File: config.mk
export PLATFORM = sky130hd
export DESIGN_NAME = base_rr_sched
export DESIGN_NICKNAME = d
export VERILOG_FILES = /design/src/rtl/base_rr_sched.sv
export SDC_FILE = /design/constraint.sdc
export NUM_CORES = 1
export LEC_CHECK = 0
export BUFFER_PORTS_ARGS = -buffer_cell sky130_fd_sc_hd__buf_4
export CORE_UTILIZATION = 42
export CTS_CLUSTER_DIAMETER = 200
export CTS_CLUSTER_SIZE = 28
export DETAILED_ROUTE_END_ITERATION = 16
export PLACE_DENSITY = 0.72
export REMOVE_ABC_BUFFERS = 1
export SLEW_MARGIN = 15
export SYNTH_ARGS = -nofsm -noshare
export SYNTH_HDL_FRONTEND = slang
export SYNTH_SLANG_ARGS = --single-unit
File: constraint.sdc
create_clock -name clk -period 1.2 [get_ports clk]
set_input_delay 0.06 -clock clk [delete_from_list [all_inputs] [get_ports clk]]
set_output_delay 0.06 -clock clk [all_outputs]
set_load 0.005 [all_outputs]
File: src/rtl/base_rr_sched.sv
// Round-robin scheduler granting one shared resource to one owner at a time until done.
// Optional ownership timeout is compiled in with BASE_RR_SCHED_TIMEOUT_EN.
module base_rr_sched #(
    parameter int enc_width = 2,
    parameter int ways      = 2**enc_width,
    parameter int timeout   = 255
) (
    input  logic                 clk,
    input  logic                 reset_n,
    input  logic [0:ways-1]      i_req_v,
    output logic [0:ways-1]      o_req_r,
    input  logic                 i_done_v,
    output logic                 o_gnt_v,
    output logic [0:enc_width-1] o_gnt_enc,
    output logic [0:ways-1]      o_gnt_dec,
    output logic                 o_busy,
    output logic                 o_timeout
);

    localparam logic [0:0]           IDLE    = 1'b0;
    localparam logic [0:0]           OWN     = 1'b1;
    localparam logic [enc_width-1:0] ENC_ONE = enc_width'(1'b1);

    logic [0:0]           state_r;
    logic [enc_width-1:0] ptr_r;
    logic [enc_width-1:0] gnt_enc_r;
    logic [0:ways-1]      gnt_dec_r;
    logic                 gnt_v_r;
    logic [enc_width-1:0] idx_s;
    logic [enc_width-1:0] win_s;
    logic                 found_s;
    logic [0:ways-1]      req_r_s;
    logic                 accept_s;
    logic                 done_exit_s;
    logic                 to_exit_s;
    logic                 exit_s;

    // Rotating-priority search starting at ptr; ready is held low while reset is asserted.
    always_comb begin
        idx_s   = ptr_r;
        win_s   = ptr_r;
        found_s = 1'b0;
        req_r_s = '0;
        for (int i = 0; i < ways; i++) begin
            idx_s = ptr_r + enc_width'(i);
            if (!found_s && i_req_v[idx_s]) begin
                found_s = 1'b1;
                win_s   = idx_s;
            end else begin
                found_s = found_s;
            end
        end
        if (reset_n && (state_r == IDLE) && found_s) begin
            req_r_s[win_s] = 1'b1;
        end else begin
            req_r_s = '0;
        end
    end

    assign accept_s    = |req_r_s;
    assign done_exit_s = (state_r == OWN) && i_done_v;
    assign exit_s      = done_exit_s || to_exit_s;

    // Ownership FSM: grant on acceptance, release and advance the pointer on done or timeout.
    always_ff @(posedge clk or negedge reset_n) begin
        if (!reset_n) begin
            state_r   <= IDLE;
            ptr_r     <= '0;
            gnt_v_r   <= 1'b0;
            gnt_enc_r <= '0;
            gnt_dec_r <= '0;
        end else begin
            case (state_r)
                IDLE: begin
                    if (accept_s) begin
                        state_r   <= OWN;
                        gnt_v_r   <= 1'b1;
                        gnt_enc_r <= win_s;
                        gnt_dec_r <= req_r_s;
                    end
                end
                OWN: begin
                    if (exit_s) begin
                        state_r   <= IDLE;
                        gnt_v_r   <= 1'b0;
                        gnt_dec_r <= '0;
                        ptr_r     <= gnt_enc_r + ENC_ONE;
                    end
                end
                default: begin
                    state_r   <= IDLE;
                    gnt_v_r   <= 1'b0;
                    gnt_dec_r <= '0;
                end
            endcase
        end
    end

`ifdef BASE_RR_SCHED_TIMEOUT_EN
    localparam logic [15:0] LAST_CNT = 16'(timeout) - 16'd1;

    logic [15:0] cnt_r;
    logic        timeout_r;

    // Done wins over an expiry in the same cycle, so expiry is only taken without done.
    assign to_exit_s = (state_r == OWN) && !i_done_v && (cnt_r == LAST_CNT);

    // Ownership age counter and the one-cycle revoke pulse aligned with the grant falling.
    always_ff @(posedge clk or negedge reset_n) begin
        if (!reset_n) begin
            cnt_r     <= 16'd0;
            timeout_r <= 1'b0;
        end else begin
            if (accept_s) begin
                cnt_r <= 16'd0;
            end else if ((state_r == OWN) && !i_done_v) begin
                cnt_r <= cnt_r + 16'd1;
            end
            timeout_r <= to_exit_s;
        end
    end

    assign o_timeout = timeout_r;
`else
    assign to_exit_s = 1'b0;
    assign o_timeout = 1'b0;
`endif

    assign o_req_r   = req_r_s;
    assign o_gnt_v   = gnt_v_r;
    assign o_gnt_enc = gnt_enc_r;
    assign o_gnt_dec = gnt_dec_r;
    assign o_busy    = gnt_v_r;

endmodule

==> results_dict.tcl, run 1 <==
set metrics [dict create \
    status "complete, but fails checks" \
    violations "negative setup slack" \
    fp.coreArea_um2 1190 \
    hpwl_um 977 \
    critPathLaunch "ptr_r[1]" \
    die_area_um2 1510 \
    wl_per_cell_um 17.8 \
    vias 602 \
    peakVddDrop_mv 1.47 \
    routed_wl_um 1910 \
    area_growth_pct 75.7 \
    path_class "register to output port" \
    overflow 0 \
    clk_path_buf_depth 2 \
    grt_max_degree 19 \
    dr.pass1.iters 4 \
    finalHoldViolations 0 \
    drive_gt1_share_pct 65.6 \
    clock_sinks 10 \
    dieWidth_um 38.9 \
    crit_fanout 6 \
    final_max_slew_viol_count 0 \
    worst_slack_ns -0.526 \
    synth_seq_cells 10 \
    maxCapViolCount 0 \
    skew_ns 0.00160 \
    netlist_area_um2 571 \
    cts-htree-levels 1 \
    clk_latency_ns 0.27 \
    cts_tree "built" \
    holdWs_ns 0.277 \
    critPathSlowestCell "dfrtp_2" \
    portBuffers 18 \
    leakage_nw 0.449 \
    min_period_over_period_pct 144 \
    rsz0062_at_grt "true" \
    yosysUniqueCellTypes 24 \
    critPathMaxStageDelay_ns 0.48 \
    std_cell_rows 12 \
    drc 0 \
    crit_chain "a2111oi_4 -> nor2b_2 -> nor3_2 -> buf_4" \
    utilization_pct 84.5 \
    start_util_pct 48.1 \
    ant_nets 0 \
    root_buffer "clkbuf_4" \
    r2r_slack_ns -0.35 \
    worst_setup_path_end_kind "output port" \
    reg2reg_to "o_gnt_dec[1]" \
    cts.clk_slew.worst_paths_ns 0.07 \
    syn-instance-count 58 \
    synth_warnings 0 \
    max_freq_mhz 579 \
    seq_area_frac_synth_pct 43.9 \
    rr_startpoint "ptr_r[1]" \
    final_cell_mix "30 x buf_4, 9 x dfrtp_1, 4 x nor2b_2, 4 x nand3_1" \
    grt_pass1_vias 570 \
    drt-initial-drc-count 10 \
    syn_area_per_cell_um2 9.84 \
    startpoint_type "register" \
    post-place-ws_ns -0.281 \
    p_total_mw 2.04 \
    worstPathRequired_ns 1.14 \
    grt.total_usage_pct 24.2 \
    cts_made_buffers 3 \
    fp.dieH_um 38.9 \
    gp_congestion 0.915 \
    stdcell_area_um2 1000 \
    fin_crit_ns 1.73 \
    reg2reg_depth 6 \
    finalNetCount 101 \
    place_area_um2 746 \
    antenna_cells 0 \
    io_pins 20 \
    final_common_cell "buf_4" \
    antenna_found_initial 0 \
    setup_viol 10 \
    p_per_area_nw_per_um2 2030 \
    routed_via_density 5.63 \
    grt_pass1_wl_um 2380 \
    hold_path.class "primary input to async pin" \
    cp_top_family "flip-flops" \
    worst-path-buf-inv 1 \
    crit_arrival_ns 1.67 \
]
-- worst max-delay path by stage --
stage | endpoint | slack [ns] | cells past startpoint
after floorplan | o_gnt_dec[1] | -0.04 | 4
after global placement | o_req_r[3] | -0.22 | 7
after detailed placement | o_req_r[3] | -0.28 | 7
after CTS | o_req_r[3] | -0.47 | 5
after global routing | o_req_r[2] | -0.56 | 4
final | o_req_r[2] | -0.53 | 4
-- worst reg2reg max path: stages, from the launching register on --
cell       delay [ns]
dfrtp_2          0.48
nor3_4           0.21
a2111oi_4        0.06
buf_4            0.15
nand2b_4         0.15
buf_4            0.14
o31ai_1          0.25
-- where the power goes --
part	internal, mW	leakage [nW]	switching [mW]
clock	0.185	0.0210	0.125
sequential	0.455	0.124	0.135
combinational	0.590	0.304	0.547
-- synthesized netlist by cell type, drive strengths merged --
master	instances	area [um^2]
nand3	5	37.5
xor2	1	8.76
o221ai	1	8.76
a21boi	1	7.51
a2111oi	1	27.5
inv	3	11.3
buf	3	30.0
o21ai	6	30.0
or4	1	11.3
nand2	5	21.3
conb	1	3.75
nor2b	4	27.5
nor2	2	7.51
nor3	5	25.0
o31ai	4	30.0
a21oi	3	15.0
nand2b	1	6.26
dfrtp	10	250
o221a	1	11.3
-- what timing repair did --
| item | in CTS | in global routing |
|---|---|---|
| pin swaps | 7 | 5 |
| endpoints found under the hold margin | 11 | 0 |
| setup endpoints to repair | 10 | 10 |
| resized for setup | 13 | 19 |
| hold buffers | 2 | 0 |
| setup buffers | 4 | 4 |
-- cell families after synthesis --
logic type / share of synthesized area [%]
AND/OR/NAND/NOR: 23.9
AO/OA/AOI/OAI: 22.8
flip-flops: 43.9
buffers and inverters: 7.24
XOR/XNOR: 1.54
other: 0.657
-- layout make-up --
| cell class | count | area [um^2] |
|---|---|---|
| clock buffers | 4 | 36.3 |
| inverters | 3 | 11.3 |
| repair buffers | 34 | 268 |
| fillers | 68 | 184 |
| well taps | 14 | 17.5 |
| flip-flops and latches | 10 | 251 |
| multi-input cells | 42 | 418 |
-- layer usage --
metal | up-vias | routed length, um | share of wire, % | global-route usage (%)
met1 | 294 | 823 | 43 | 28.4
met3 | 7 | 63 | 3.3 | 3.47
met4 | 0 | 50 | 2.6 | 13.8
met2 | 20 | 969 | 51 | 41.3
li1 | 281 | - | - | -
met5 | - | 0 | 0 | 0
-- registers in the layout (all words and copies together) (netlist names) --
name       count
o_gnt_dec      4
ptr_r          2
o_busy         1
o_gnt_enc      2
state_r        1
-- through the flow --
step,cells,TNS [ns]
5_1_grt,107,-4.00
4_1_cts,103,-2.72
3_3_place_gp,94,-1.47
6_report,107,-3.52
3_5_place_dp,94,-1.79
2_1_floorplan,55,-0.158
Note: power is estimated with default switching activity, not from simulation.
==> run 2, diff against run 1 <==
- CELL_PAD_IN_SITES_DETAIL_PLACEMENT: default -> 0
- CELL_PAD_IN_SITES_GLOBAL_PLACEMENT: default -> 2
- CORE_UTILIZATION: 42 -> 25
- PLACE_DENSITY: 0.72 -> default
- PLACE_DENSITY_LB_ADDON: default -> 0.1
==> results_dict.tcl, run 2 (synthesis results as in run 1) <==
set metrics [dict create \
    finalNetCount 92 \
    p_per_area_nw_per_um2 1800 \
    start_util_pct 27.7 \
    combPwrFrac_pct 48.7 \
    ant_nets 0 \
    routed_wl_um 1380 \
    crit_chain "a2111oi_4 -> nand2b_4 -> nor3_1 -> buf_4" \
    leakage_nw 0.384 \
    place_area_um2 739 \
    peakVddDrop_mv 0.780 \
    r2r_slack_ns -0.18 \
    dr.pass1.iters 3 \
    dieWidth_um 49.8 \
    clkPwrFrac_pct 14.2 \
    grt_pass1_vias 487 \
    hold_path.class "primary input to register" \
    fp.dieH_um 49.8 \
    worst_slack_ns -0.408 \
    tns_ns -2.08 \
    antenna_cells 0 \
    clock_sinks 10 \
    grt_pass1_wl_um 2220 \
    max_freq_mhz 622 \
    critPathSlowestCell "dfrtp_2" \
    skew_ns 0.00801 \
    cts_tree "built" \
    final_max_slew_viol_count 0 \
    area_growth_pct 51.1 \
    worstPathRequired_ns 1.14 \
    clk_path_buf_depth 2 \
    fp.coreArea_um2 2060 \
    fin_cells 110 \
    overflow 0 \
    drive_gt1_share_pct 53.0 \
    reg2reg_depth 4 \
    worstHoldStart "reset_n" \
    min_to "o_gnt_enc[0]" \
    root_buffer "clkbuf_4" \
    crit_arrival_ns 1.55 \
    path_class "register to output port" \
    vias 517 \
    sw_frac_of_total_pct 37.7 \
    reg2reg_to "o_gnt_dec[1]" \
    gp_congestion 0.718 \
    status "complete, but fails checks" \
    worst-path-buf-inv 1 \
    cp_top_family "flip-flops" \
    wl_per_cell_um 12.6 \
    routed_via_density 4.70 \
    largest_register_ffs 4 \
    finalHoldViolations 0 \
    io_pins 20 \
    final_cell_mix "23 x buf_4, 9 x dfrtp_1, 4 x nand2_1, 4 x nand3_1" \
    startpoint_type "register" \
    stdcell_area_um2 862 \
    critPathMaxStageDelay_ns 0.47 \
    std_cell_rows 16 \
    rsz0062_at_grt "true" \
    setup_viol 9 \
    die_area_um2 2480 \
    clk_latency_ns 0.26 \
    crit_fanout 6 \
    num-fill-cells 202 \
    rr_startpoint "ptr_r[1]" \
    violations "negative setup slack" \
    p_int_uw 968 \
    portBuffers 18 \
    p_sw_uw 587 \
    fin_crit_ns 1.61 \
    final_common_cell "buf_4" \
    drt-initial-drc-count 5 \
    grt.total_usage_pct 11.7 \
    worst_setup_path_end_kind "output port" \
    hpwl_um 963 \
    min_period_over_period_pct 134 \
    cts-htree-levels 1 \
    drc 0 \
    seqPwrFrac_pct 37.1 \
    cts_made_buffers 3 \
    antenna_found_initial 0 \
    cts.clk_slew.worst_paths_ns 0.07 \
    dp.cells 104 \
    whs_path_depth 3 \
    maxCapViolCount 0 \
    grt_max_degree 19 \
]
-- run 2: changes by cell type in the layout (fill, tap and decap cells not counted), sizes merged --
| cell | change |
|---|---|
| buf | -9 |
| clkbuf | -1 |
-- run 2: timing repair --
item / CTS / global route
endpoints found under the setup margin: 10 / 10
gates resized for setup: 7 / 10
setup buffers: 0 / 1
hold buffers: 2 / 0
pin swaps: 1 / 5
endpoints found under the hold margin: 11 / 0
-- run 2: layout make-up --
type                       count  area (um^2)  area share [%]
clock buffer                   3         22.5            2.61
inverter                       3         11.3            1.31
multi-input combinational     42          350            40.6
sequential                    10          251            29.2
tap                           27         33.8            3.92
timing repair buffer          25          193            22.4
-- run 2: power by group through the flow --
| stage | combinational [mW] | clock, mW | sequential, mW |
|---|---|---|---|
| after global routing | 0.838 | 0.253 | 0.595 |
| final | 0.757 | 0.221 | 0.576 |
| after global placement | 0.625 | 0 | 0.560 |
| after detailed placement | 0.615 | 0 | 0.563 |
| after floorplan | 0.298 | 0 | 0.560 |
| after CTS | 0.653 | 0.238 | 0.572 |
-- run 2: through the flow --
step	hold WS, ns	utilization (%)	total power, mW	setup WS [ns]
detailed placement	-0.0841	35.9	1.18	-0.243
global placement	-0.0829	35.9	1.19	-0.250
finish	0.250	41.8	1.55	-0.408
CTS	0.216	39.3	1.46	-0.398
global route	0.263	41.8	1.69	-0.505
floorplan	-0.236	-	0.858	-0.0446
-- run 2: worst max path at each step --
stage | start | depth (start not counted) | to
floorplan | ptr_r[1] | 4 | o_gnt_dec[1]
global placement | ptr_r[1] | 5 | o_req_r[3]
detailed placement | ptr_r[1] | 5 | o_req_r[2]
CTS | ptr_r[1] | 4 | o_req_r[2]
global route | ptr_r[1] | 4 | o_req_r[1]
finish | ptr_r[1] | 4 | o_req_r[1]
-- run 2: worst reg2reg max path: stages, from the launching register on --
cell and delay [ns]:
dfrtp_2 0.47, a2111oi_4 0.40, nand2b_4 0.22, buf_4 0.11
o31ai_2 0.06
-- run 2: routing by layer --
layer / global-route usage [%] / part of all wire [%]
met4: 1.43 / 0
met5: 0 / 0
met3: 4.94 / 5.6
met2: 18.2 / 48
met1: 15.4 / 47
